--- src/rtl/dz_scan_decoder.sv ---
// Decodes a multiplexed red/green 8x8 dot-matrix scan back into a frame buffer.
// It also reports frame stability, a colour class, the lit-pixel count and scan errors.
module dz_scan_decoder (
  input  logic       clk,
  input  logic       rst,
  input  logic [7:0] row,
  input  logic [7:0] colr,
  input  logic [7:0] colg,
  input  logic [2:0] rd_row,
  output logic [7:0] rd_colr,
  output logic [7:0] rd_colg,
  output logic       frame_valid,
  output logic       frame_stable,
  output logic [2:0] color,
  output logic [6:0] lit_count,
  output logic       err_row,
  output logic       err_seq
);

  typedef enum logic {HUNT, CAPTURE} state_t;

  state_t      state, state_n;
  logic [2:0]  exp, exp_n;
  logic [6:0]  acc, acc_n;
  logic        ro_seen, ro_seen_n;
  logic        go_seen, go_seen_n;
  logic        bo_seen, bo_seen_n;
  logic        commit_pend, commit_n;
  logic        err_row_n, err_seq_n;
  logic        wr_en;
  logic        start;

  logic [63:0] shadow_r, shadow_g;
  logic [63:0] comm_r, comm_g;

  logic [7:0]  zeros;
  logic        legal;
  logic [2:0]  idx;
  logic [3:0]  pc;
  logic        ro_s, go_s, bo_s;

  function automatic logic [3:0] popcount8(input logic [7:0] v);
    logic [3:0] c;
    c = 4'd0;
    for (int i = 0; i < 8; i++) c = c + {3'b000, v[i]};
    return c;
  endfunction

  // Row is legal only with exactly one low bit; idx is that bit's position.
  always_comb begin
    zeros = ~row;
    legal = (zeros != 8'h00) && ((zeros & (zeros - 8'h01)) == 8'h00);
    idx   = 3'd0;
    for (int i = 0; i < 8; i++) begin
      if (!row[i]) idx = i[2:0];
    end
    pc   = popcount8(colr | colg);
    ro_s = |(colr & ~colg);
    go_s = |(colg & ~colr);
    bo_s = |(colr & colg);
  end

  always_comb begin
    state_n   = state;
    exp_n     = exp;
    acc_n     = acc;
    ro_seen_n = ro_seen;
    go_seen_n = go_seen;
    bo_seen_n = bo_seen;
    wr_en     = 1'b0;
    start     = 1'b0;
    commit_n  = 1'b0;
    err_row_n = 1'b0;
    err_seq_n = 1'b0;

    if (!legal) begin
      err_row_n = 1'b1;
      state_n   = HUNT;
      exp_n     = 3'd0;
    end else begin
      case (state)
        HUNT: begin
          if (idx == 3'd0) start = 1'b1;
        end
        CAPTURE: begin
          if (idx == exp) begin
            wr_en     = 1'b1;
            acc_n     = acc + {3'b000, pc};
            ro_seen_n = ro_seen | ro_s;
            go_seen_n = go_seen | go_s;
            bo_seen_n = bo_seen | bo_s;
            if (exp == 3'd7) begin
              commit_n = 1'b1;
              state_n  = HUNT;
              exp_n    = 3'd0;
            end else begin
              exp_n = exp + 3'd1;
            end
          end else begin
            err_seq_n = 1'b1;
            if (idx == 3'd0) begin
              start = 1'b1;
            end else begin
              state_n = HUNT;
              exp_n   = 3'd0;
            end
          end
        end
        default: begin
          state_n = HUNT;
          exp_n   = 3'd0;
        end
      endcase
    end

    // Row 0 (re)starts a frame: the accumulator and flags restart from this sample.
    if (start) begin
      wr_en     = 1'b1;
      acc_n     = {3'b000, pc};
      ro_seen_n = ro_s;
      go_seen_n = go_s;
      bo_seen_n = bo_s;
      exp_n     = 3'd1;
      state_n   = CAPTURE;
    end
  end

  always_ff @(posedge clk or posedge rst) begin
    if (rst) begin
      state       <= HUNT;
      exp         <= 3'd0;
      acc         <= 7'd0;
      ro_seen     <= 1'b0;
      go_seen     <= 1'b0;
      bo_seen     <= 1'b0;
      commit_pend <= 1'b0;
      err_row     <= 1'b0;
      err_seq     <= 1'b0;
      shadow_r    <= 64'd0;
      shadow_g    <= 64'd0;
    end else begin
      state       <= state_n;
      exp         <= exp_n;
      acc         <= acc_n;
      ro_seen     <= ro_seen_n;
      go_seen     <= go_seen_n;
      bo_seen     <= bo_seen_n;
      commit_pend <= commit_n;
      err_row     <= err_row_n;
      err_seq     <= err_seq_n;
      if (wr_en) begin
        shadow_r[{idx, 3'b000} +: 8] <= colr;
        shadow_g[{idx, 3'b000} +: 8] <= colg;
      end
    end
  end

  // Commit reads the pre-edge shadow, accumulator and flags, so a new frame may start on the same edge.
  always_ff @(posedge clk or posedge rst) begin
    if (rst) begin
      comm_r       <= 64'd0;
      comm_g       <= 64'd0;
      frame_valid  <= 1'b0;
      frame_stable <= 1'b0;
      color        <= 3'd0;
      lit_count    <= 7'd0;
    end else begin
      frame_valid <= commit_pend;
      if (commit_pend) begin
        comm_r       <= shadow_r;
        comm_g       <= shadow_g;
        lit_count    <= acc;
        frame_stable <= (shadow_r == comm_r) && (shadow_g == comm_g);
        case ({ro_seen, go_seen, bo_seen})
          3'b000:  color <= 3'd0;
          3'b100:  color <= 3'd1;
          3'b010:  color <= 3'd2;
          3'b001:  color <= 3'd3;
          default: color <= 3'd4;
        endcase
      end
    end
  end

  assign rd_colr = comm_r[{rd_row, 3'b000} +: 8];
  assign rd_colg = comm_g[{rd_row, 3'b000} +: 8];

endmodule

--- config.mk ---
export PLATFORM = sky130hd
export DESIGN_NAME = dz_scan_decoder
export DESIGN_NICKNAME = d
export VERILOG_FILES = /design/src/rtl/dz_scan_decoder.sv
export SDC_FILE = /design/constraint.sdc
export NUM_CORES = 1
export LEC_CHECK = 0
export ABC_AREA = 1
export ABC_CLOCK_PERIOD_IN_PS = 18500
export BUFFER_PORTS_ARGS = -buffer_cell sky130_fd_sc_hd__clkbuf_2
export CORE_MARGIN = 2
export CORE_UTILIZATION = 55
export CTS_CLUSTER_DIAMETER = 200
export DETAILED_ROUTE_END_ITERATION = 10
export GPL_TIMING_DRIVEN = 0
export MAX_ROUTING_LAYER = met4
export PLACE_DENSITY = 0.72
export SLEW_MARGIN = 20
export SYNTH_ARGS = -nofsm -noshare
export SYNTH_HDL_FRONTEND = slang
export SYNTH_SLANG_ARGS = --single-unit
--- constraint.sdc ---
create_clock -name clk -period 18.5 [get_ports clk]
set_input_delay 1.85 -clock clk [delete_from_list [all_inputs] [get_ports clk]]
set_output_delay 1.85 -clock clk [all_outputs]
set_load 0.02 [all_outputs]
==> key figures <==
Critical path
  • Startpoint types: input port
  • CP Launch Point: rd_row[0]
  • CP Class: input port to output pin
  • R2R Path End: comm_r[32]
  • Worst-path cell chain: clkbuf_1, clkbuf_1, clkbuf_1, o21ai_0, a31oi_1, clkbuf_2
  • FF-to-FF path depth: 5
  • Reg-to-reg slack, setup: roughly 16 ns
  • Worst Path Required: approximately 17 ns
  • CP max stage delay: 0.64 ns
  • Most common cell on crit path: clkbuf_1
  • Crit Path Max Fanout: 10
  • Crit Reg-Reg Startpoint: commit_pend
  • CP endpoint kind: output pin
  • Critical Path End: rd_colg[5]
  • Arrival @ worst endpoint: between 4 and 5 ns
  • Highest-delay cell along the critical path: clkbuf_1

Die
  • Core box area: roughly 27000 um^2
  • I/O Pins: 59
  • Rows: 60
  • Die height: 169.3 um
  • Die width: around 170 um
  • Die Area: 28670 um^2
  • Initial core utilization: 55.94%

Hold path
  • Min-delay worst type: flop to flop
  • HP Start: lit_count[2]

Synth
  • Mux share of post-synthesis cell area: 0%
  • Synth unique cells: 37
  • Gate Count Post-Synth: 1968
  • Post-Synth Simple-Gate Area: 27.50%
  • Sequential fraction of the synthesis area: 47.44%
  • Synthesized-area fraction occupied by adder cells: ~1.7%
  • Largest family of logic cells by synthesized area: simple AND/OR/NAND/NOR gates
  • Avg Inst Size Synth: between 7 and 8 um^2
  • Synth Cell Area: 15030 um^2
  • Syn_nets: 2015
  • XOR/XNOR Fraction of Synth Area: 3.845%
  • Complex-gate fraction of the synthesized area: a little under an eighth
  • Post-synthesis register bit count: about 290
  • Synth warnings: 0

Route
  • DRT iter0 DRCs: about 1800
  • Pre-antenna DRT Iters: 6
  • Routed Antenna Nets: 0
  • Drt wl/cell: 20.79 um
  • DR DRC count: 0
  • Vias per Instance: 5.843
  • Drt total wl: around 50 mm
  • Vias post-DR: 14180

Final layout
  • Commonest non-fill, non-tap cells in the layout: nand2_1, dfrtp_1, o21ai_0
  • Commonest non-fill, non-tap cell in the layout: nand2_1
  • Layout area overhead: 12.62%
  • Share of layout cells above drive strength 1: between 8 and 9%
  • Post-route cell area: 16930 um^2
  • Nets: roughly 2100

Global route
  • Largest net degree at the start of global routing: approximately 100
  • GRT Total Usage: between 30 and 40%
  • Vias in the first global route: between 10000 and 15000
  • First-pass GRT wire length: around 78 mm
  • Initial antenna violation count: 1
  • Grt total ovfl: 0

Placed design
  • Hpwl dp: about 38 mm
  • Final GP Congestion: approximately 1
  • Placement Cell Area: ~16000 um^2
  • Number of buffers added on ports: 57

CTS
  • Clock buffer depth: 3
  • Clock Sinks: roughly 290
  • CTS Buf Count: 31
  • Hold Buf Count CTS: 0
  • Clock Latency Late Sink: approximately 0.57 ns
  • CTS root buffer: clkbuf_16
  • H-tree depth: 1
  • PostCTS Resize Cnt: 0
  • Post-CTS setup buffer count: 0
  • CTS tree: done
  • Clock slew at reported path FFs: 0.06 ns

Job
  • Max cap viols: 0

Power and ir drop
  • Peak supply drop: between 0.07 and 0.08 mV
  • Pwr Density: approximately 82 nW/um^2
  • Leakage power: 8.559 nW

STA
  • Final Hold Viols: 0
  • Final setup fails: 0
  • Final Cycle Share: between 30% and 40%
  • Clock Skew: between 0.01 and 0.015 ns
  • Fmax: around 0.16 GHz
  • Count of pins over their slew limit: 0
  • Period minus WS final: approximately 6 ns
  • RSZ-0062 raised after global routing: no
  • Setup Total Neg Slack: 0 ns
  • Worst rel slew slack: between 30% and 40%
  • Worst Tran Pin Value: between 1 and 1.5 ns

Outcome
  • Status: complete, no violations
[critical path, delay by kind of cell]
family	cells	cell delay (ns)
buf+inv	4	1.75
compound gates	2	0.67
[metrics by stage]
stage | util, % | hold slack (ns) | worst slack (ns) | power, mW | std cells
2_1_floorplan | - | 0.4232 | 8.786 | 0.7021 | 1968
6_report | 62.99 | 0.4778 | 12.37 | 1.395 | 2427
5_1_grt | 62.99 | 0.5231 | 12.34 | 1.432 | 2427
3_5_place_dp | 58.92 | 0.4627 | 12.50 | 0.7418 | 2369
4_1_cts | 62.98 | 0.4818 | 12.50 | 1.395 | 2426
3_3_place_gp | 58.58 | 0.4613 | 5.654 | 0.7379 | 2366
[synth_stat cells]
cell type	n	area [um^2]
a21o_1	3	22.52
a21oi_1	61	305.3
a221oi_1	11	96.34
a31oi_1	17	106.4
buf_1	2	7.510
buf_2	12	60.06
buf_6	8	90.09
clkbuf_1	74	277.8
clkinv_1	6	22.52
dfrtp_1	285	7132
fa_1	5	100.1
ha_1	13	162.7
inv_1	179	671.9
inv_2	6	22.52
nand2_1	640	2402
nand2_2	9	56.30
nand2_4	3	33.78
nand3_1	148	740.7
nand3b_1	1	7.510
nand4_1	23	143.9
nand4_2	1	12.51
nor2_1	81	304.0
nor2_2	2	12.51
nor2_4	2	22.52
nor3_1	53	265.3
nor3_4	2	32.53
o2111ai_1	4	35.03
o211ai_1	2	15.01
o21a_1	1	7.510
o21ai_0	179	895.9
o21ai_1	36	180.2
o22a_1	1	8.760
o22ai_1	15	93.84
o31ai_1	1	7.510
or2_2	16	100.1
xnor2_1	25	219.0
xor2_1	41	359.1
[cell type report]
class	count	area, um^2
Inverter	191	724.4
Fill cell	2356	9946
Sequential cell	285	7132
Timing Repair Buffer	60	367.9
Buffer	96	435.4
Clock buffer	38	852.1
Antenna cell	1	2.502
Tap cell	341	426.7
Multi-Input combinational cell	1396	6749
Clock inverter	19	240.2
[state kept, by name, indices dropped and copies added (netlist names)]
signal and count:
shadow_g 64, commit_pend 1, state 1, ro_seen 1
frame_stable 1, exp 3, lit_count 7, go_seen 1
bo_seen 1, comm_g 64, comm_r 64, frame_valid 1
acc 7, shadow_r 64, err_seq 1, err_row 1
color 3
[power by group]
part / total (mW) / switching [mW] / internal (mW)
Combinational: 0.109 / 0.0807 / 0.0283
Clock: 0.663 / 0.266 / 0.397
Sequential: 0.624 / 0.000119 / 0.623
[metal layers]
| metal | GRT usage, % | wire length (um) |
|---|---|---|
| met5 | - | 0 |
| met4 | 13.04 | 2119 |
| met3 | 8.279 | 5587 |
| met2 | 54.61 | 22030 |
| met1 | 50.57 | 20720 |
[worst min-delay path by stage]
stage / to / slack, ns / cells after the start
final: lit_count[2] / 0.48 / 2
after global routing: lit_count[4] / 0.52 / 2
after CTS: lit_count[2] / 0.48 / 2
after floorplan: frame_valid / 0.42 / 0
after detailed placement: lit_count[2] / 0.46 / 2
after global placement: lit_count[2] / 0.46 / 2
[cells by family after synthesis]
| family | Yosys count |
|---|---|
| adder cells (fa/ha/maj) | 18 |
| AO/OA/AOI/OAI | 331 |
| buffers and inverters | 287 |
| flip-flops | 285 |
| AND/OR/NAND/NOR | 981 |
| XOR/XNOR | 66 |
Note: power is estimated with default switching activity, not from simulation.
